### config.mk
export PLATFORM = sky130hd
export DESIGN_NAME = argmax_16_16
export DESIGN_NICKNAME = d
export VERILOG_FILES = /design/src/rtl/argmax_16_16.sv
export SDC_FILE = /design/constraint.sdc
export NUM_CORES = 1
export LEC_CHECK = 0
export ABC_AREA = 0
export BUFFER_PORTS_ARGS = -buffer_cell sky130_fd_sc_hd__buf_2
export CAP_MARGIN = 20
export CORE_ASPECT_RATIO = 0.6
export CORE_MARGIN = 3
export CORE_UTILIZATION = 45
export DETAILED_ROUTE_END_ITERATION = 8
export GPL_TIMING_DRIVEN = 1
export PLACE_DENSITY_LB_ADDON = 0.2
export SYNTH_ARGS = -nofsm -noshare
export SYNTH_HDL_FRONTEND = slang
export SYNTH_SLANG_ARGS = --single-unit
### constraint.sdc
create_clock -name clk -period 4.9 [get_ports clk]
set_input_delay 0.245 -clock clk [delete_from_list [all_inputs] [get_ports clk]]
set_output_delay 0.245 -clock clk [all_outputs]
set_load 0.005 [all_outputs]
### src/rtl/argmax_16_16.sv
// Streaming argmax: takes N signed elements over a valid/ready handshake and
// returns the index of the largest one, with ties going to the lowest index.
module argmax_16_16 #(
    parameter int T = 16,
    parameter int N = 16
) (
    input  logic         clk,
    input  logic         reset,
    input  logic         s_valid,
    input  logic         m_ready,
    input  logic [T-1:0] data_in,
    output logic         m_valid,
    output logic         s_ready,
    output logic [T-1:0] data_out
);
    localparam int CW = (N > 1) ? $clog2(N) : 1;
    localparam logic [CW-1:0] LAST_IDX = CW'(N - 1);

    typedef enum logic {
        ACCUM  = 1'b0,
        OUTPUT = 1'b1
    } state_t;

    state_t        state_q;
    logic [CW-1:0] cnt_q;
    logic [CW-1:0] best_idx_q;
    logic [CW-1:0] best_idx_d;
    logic [T-1:0]  best_val_q;
    logic [T-1:0]  best_val_d;
    logic [T-1:0]  data_out_q;
    logic          m_valid_q;
    logic          s_ready_s;
    logic          take_s;
    logic          greater_s;

    // Ready is derived only from registered state, never from m_ready or s_valid.
    assign s_ready_s = ~m_valid_q;
    assign take_s    = s_valid & s_ready_s;
    assign greater_s = $signed(data_in) > $signed(best_val_q);

    assign m_valid  = m_valid_q;
    assign s_ready  = s_ready_s;
    assign data_out = data_out_q;

    // Running maximum if the element on data_in is accepted this cycle.
    always_comb begin
        best_val_d = best_val_q;
        best_idx_d = best_idx_q;
        if (cnt_q == {CW{1'b0}}) begin
            best_val_d = data_in;
            best_idx_d = {CW{1'b0}};
        end else if (greater_s) begin
            // Strict compare keeps the earlier index on ties.
            best_val_d = data_in;
            best_idx_d = cnt_q;
        end else begin
            best_val_d = best_val_q;
            best_idx_d = best_idx_q;
        end
    end

    // Handshake FSM: accumulate a vector, then hold the result until taken.
    always_ff @(posedge clk) begin
        if (reset) begin
            state_q    <= ACCUM;
            cnt_q      <= {CW{1'b0}};
            best_val_q <= {T{1'b0}};
            best_idx_q <= {CW{1'b0}};
            data_out_q <= {T{1'b0}};
            m_valid_q  <= 1'b0;
        end else begin
            case (state_q)
                ACCUM: begin
                    if (take_s) begin
                        best_val_q <= best_val_d;
                        best_idx_q <= best_idx_d;
                        if (cnt_q == LAST_IDX) begin
                            data_out_q <= T'(best_idx_d);
                            m_valid_q  <= 1'b1;
                            cnt_q      <= {CW{1'b0}};
                            state_q    <= OUTPUT;
                        end else begin
                            cnt_q <= cnt_q + CW'(1);
                        end
                    end
                end
                OUTPUT: begin
                    if (m_ready) begin
                        m_valid_q <= 1'b0;
                        state_q   <= ACCUM;
                    end
                end
                default: begin
                    state_q   <= ACCUM;
                    cnt_q     <= {CW{1'b0}};
                    m_valid_q <= 1'b0;
                end
            endcase
        end
    end
endmodule

## After elaboration in Yosys (flattened, before gate mapping)

Cells that the tools add are included.

- Multipliers: 0
- Shifts and indexed selects: 0
- Reduce and logical (&&, ||, !) cells: 6
- Add/sub/neg operators: 1
- Bitwise gates (word level): 3
- Div/mod/pow operators: 0
- $lt $le $gt $ge: 1
- Eq/ne operators: 4
- Multiplexer cells: 13

Operators by type and width:

| kind | count |
|---|---|
| $mux 16 | 2 |
| $gt 16x16->1 | 1 |
| $mux 4 | 3 |
| $reduce_and 3->1 | 3 |
| $mux 1 | 6 |
| $ne 2x2->1 const B | 3 |
| $add 4x1->4 const B | 1 |
| $eq 4x4->1 const B | 1 |
| $logic_not 4->1 | 1 |
| $pmux 1 s2 | 2 |
| $not 1->1 | 2 |
| $reduce_and 2->1 | 1 |
| $reduce_bool 2->1 | 1 |
| $and 1x1->1 | 1 |

- Flip-flop bits (word level): 30
- Output and inout bits: 18
- Memory bits (read-only): 0
- Bits of input ports: 20
- Latch bits: 0
- Memories kept: 0
- Memory bits (writable): 0
- Word-level logic and storage cells: 34

## Depth between registers and ports, before layout

- Depth after elaboration: 4
- Gate-level depth with buffers: 10
- Depth with buffers taken out: 8

## Worst setup path after synthesis

Ideal clock, no wire load.

- Path type: register -> register
- Start: register best_val_q[15]
- End: register best_val_q[15]
- Stages on the path, launching flop included: 11
- Path slack: 2.355 ns
- Data arrival time: 2.473 ns
- Library setup time: 0.072 ns
- Period minus slack after synthesis: 2.545 ns
- Required time: 4.828 ns
- Buffers on the path: 2
- Cell sequence: dfxtp_1 -> inv_1 -> ha_1 -> nand4_2 -> or4_1 -> a21o_1 -> a311o_4 -> a31oi_2 -> buf_6 -> buf_12 -> mux2i_1

- Word-level cells in the longest chain between the ends: 3

RTL lines:

| what | line | RTL |
|---|---|---|
| start, declared | 28 | `logic [T-1:0] best_val_q;` |
| start signal, assigned | 67 | `best_val_q <= {T{1'b0}};` |
| start signal, assigned | 75 | `best_val_q <= best_val_d;` |
| $gt 16x16->1 | 39 | `assign greater_s = $signed(data_in) > $signed(best_val_q);` |
| $reduce_bool 2->1 (no line) | n/a |  |
| $reduce_and 3->1 (no line) | n/a |  |

Every way passes these cells.
A chain may end at the register's enable or synchronous reset.

## Worst setup path in the final report

- Start: register best_val_q[14]
- End: register best_val_q[13]

Same word-level chain as after synthesis.

==> results.tsv <==
metric	value	unit
WL/cell	11.82	microns
Slew Viols, Final	0	
Final Net Count	287	
Final period util	56.66	%
sum of negative setup slack	0	ns
post_cts resized	0	
Overall Global Routing Usage	15.33	%
1st-iter DRT viols	53	
Tmin final	2.776	ns
Cell Area, Placed	1933	sq um
clk root buf	clkbuf_8	
Antenna Cells	0	
CP Capture Type	flip-flop	
WP data required	5.10	ns
Sink Count	30	
fill cell count	353	
Synth cell types	36	
pwr/cell area	276.3	nW/um^2
highest ir drop seen on vdd	0.1239	mV
Pleak	0.8980	nW
Worst-Margin Slew	0.6699	ns
Max clock buf depth	2	
HP Class	input port to flip-flop	
CTS tree	built	
DR pass1 iterations	4	
postcts setup bufs	0	
Setup-failing EPs final	0	
clock skew	0.009868	ns
gr ovfl total	0	
status	complete, no violations	
final hold violation count	0	
die area	4937	sq um
DIE WIDTH	88.73	microns
final WL	3500	microns
num ports	38	
synthesis-stage register bit count	30	
unrepaired setup endpoints after global routing	no	
gp weighted congestion	0.8041	
max_slew headroom	55.18	%
clock slew at reported path FFs	0.07	ns
total power	0.5635	mW
Starting Density	48.54	%
I/O Buffers	25	
FMAX	360.2	MHz
first-pass GRT wire length	5899	microns
Post-CTS Hold Fix Bufs	0	
CP Class	flip-flop to flip-flop	
H-tree Lvls	2	
WL met1	2102	microns
cell row count	17	
WL met3	185	microns
Crit Path Max Fanout	19	
Syn-to-layout area delta	10.36	%
CTS Buf Count	5	
vias per cell	4.848	
Synth Instances	225	
pin count of the biggest net entering global routing	42	
Ys Warns	0	
CP arrival	2.97	ns
Final ANT Viol Nets	0	
height of the die	55.64	microns
worst-skew pair later-pin latency	0.28	ns
Core ar.	3807	sq um
maxcap violations	0	
crit path launch type	flip-flop	
initial antenna violation count	0	
DP HPWL	2657	microns
Final Cell Area	2039	sq um
highest metal used	met4	
sequential element share of the synthesized area	32.50	%
vias in the first global route	1255	
layout cells sized above 1	14.86	%
via count	1435	
Met2 Routed Length	1172	microns
Syn Area/Cell	8.213	sq um
number of remaining DRC errors	0	
cell area after synthesis	1848	sq um
path summary, 6_finish.rpt:
check | cells past startpoint | startpoint | end | slack [ns]
worst max-delay path | 9 | best_val_q[14]$_SDFFE_PP0P_ | best_val_q[13]$_SDFFE_PP0P_ | 2.12
worst min-delay path | 3 | data_in[0] | best_val_q[0]$_SDFFE_PP0P_ | 0.22
worst max register to register | 9 | best_val_q[14]$_SDFFE_PP0P_ | best_val_q[13]$_SDFFE_PP0P_ | 2.12
worst min register to register | 2 | best_idx_q[1]$_SDFFE_PP0P_ | best_idx_q[1]$_SDFFE_PP0P_ | 0.45
cell type report:
class	count	area, sq um	area share, %
multi-input cells	159	1044	51.17
flip-flops and latches	30	600.6	29.45
repair buffers	27	160.2	7.853
inverters	26	97.59	4.785
clock buffers	5	68.82	3.374
well taps	47	58.81	2.883
clock inverters	2	10.01	0.4908
report_power, final:
part | internal, mW | leakage, nW | switching [mW]
Clock | 0.0951 | 0.0438 | 0.0924
Combinational | 0.0469 | 0.609 | 0.0640
Sequential | 0.257 | 0.245 | 0.00796
Total | 0.399 | 0.898 | 0.164
routing by layer:
layer | GRT usage (%) | vias to the layer above
met2 | 18.60 | 33
met4 | 3.879 | 0
met1 | 24.48 | 610
met3 | 5.621 | 4
li1 | - | 788
met5 | 0 | -
worst max-delay path, cell delays in order (launching register included):
cell     delay, ns
dfxtp_1       0.34
inv_1         0.05
ha_1          0.30
nand4_2       0.14
or4_1         0.56
a21o_1        0.20
a311o_4       0.36
a31oi_2       0.18
buf_4         0.33
mux2i_1       0.24
flip-flops by register name (all words and copies together), names as in the netlist:
name	cells
best_val_q	16
best_idx_q	4
cnt_q	4
data_out	4
m_valid	1
state_q	1
cell usage in the layout (no fill, tap or decap):
cell type | netlist | layout
nand4_1 | 4 | 4
nand2b_1 | 1 | 1
nand3_1 | 4 | 4
nand4_2 | 1 | 1
a21o_1 | 2 | 2
a31oi_1 | 1 | 1
nor2b_1 | 2 | 2
clkinv_2 | 0 | 2
a2111oi_0 | 2 | 2
a31oi_2 | 1 | 1
a2111o_1 | 2 | 2
o211ai_1 | 4 | 4
buf_4 | 12 | 1
a311o_4 | 1 | 1
a21oi_1 | 8 | 8
buf_2 | 0 | 25
o221ai_1 | 1 | 1
o21ai_1 | 1 | 1
buf_16 | 0 | 1
conb_1 | 1 | 12
dfxtp_1 | 30 | 30
ha_1 | 18 | 18
and4b_1 | 2 | 2
nand2_1 | 47 | 47
a211oi_1 | 2 | 2
nor3_1 | 4 | 4
a311oi_1 | 2 | 2
xor2_1 | 1 | 1
or4_1 | 2 | 2
mux2i_1 | 16 | 16
o21ai_0 | 5 | 5
nor2_1 | 9 | 9
nor4_1 | 1 | 1
xnor2_1 | 1 | 1
clkbuf_8 | 0 | 5
inv_1 | 26 | 26
and2_1 | 2 | 2
cell families after synthesis:
family / synth area share [%]
muxes: 8.666
xor gates and xnor gates: 0.9480
and+or+nand+nor: 19.50
adders and majority gates: 12.19
AOI/OAI and AO/OA: 12.73
buffers and inverters: 13.27
DFF: 32.50
other: 0.2029
per-stage QoR:
step                cells  util, %  hold WS [ns]  setup WS, ns
floorplan             236        -        0.3871         2.355
global placement      288    50.77        0.4344         2.203
detailed placement    288    50.77        0.4481         2.126
CTS                   295    52.84        0.2161         2.115
global route          296    53.57        0.2253         1.990
finish                296    53.57        0.2223         2.124
cells in the mapped netlist:
library cell / count / area share (%)
nand2_1: 47 / 9.5
dfxtp_1: 30 / 32
inv_1: 26 / 5.3
ha_1: 18 / 12
mux2i_1: 16 / 8.7
buf_4: 12 / 4.9
nor2_1: 9 / 1.8
a21oi_1: 8 / 2.2
clkbuf_1: 7 / 1.4
o21ai_0: 5 / 1.4
nand3_1: 4 / 1.1
nand4_1: 4 / 1.4
nor3_1: 4 / 1.1
o211ai_1: 4 / 1.6
a2111o_1: 2 / 1.2
a2111oi_0: 2 / 0.95
a211oi_1: 2 / 0.81
a21o_1: 2 / 0.81
a311oi_1: 2 / 0.95
and2_1: 2 / 0.68
and4b_1: 2 / 1.1
nor2b_1: 2 / 0.68
or4_1: 2 / 0.81
a311o_4: 1 / 1.1
a31oi_1: 1 / 0.34
a31oi_2: 1 / 0.68
buf_12: 1 / 1.1
buf_6: 1 / 0.61
conb_1: 1 / 0.20
nand2b_1: 1 / 0.34
nand4_2: 1 / 0.68
nor4_1: 1 / 0.34
o21ai_1: 1 / 0.27
o221ai_1: 1 / 0.47
xnor2_1: 1 / 0.47
xor2_1: 1 / 0.47
Power figures use the tool's default switching activity.
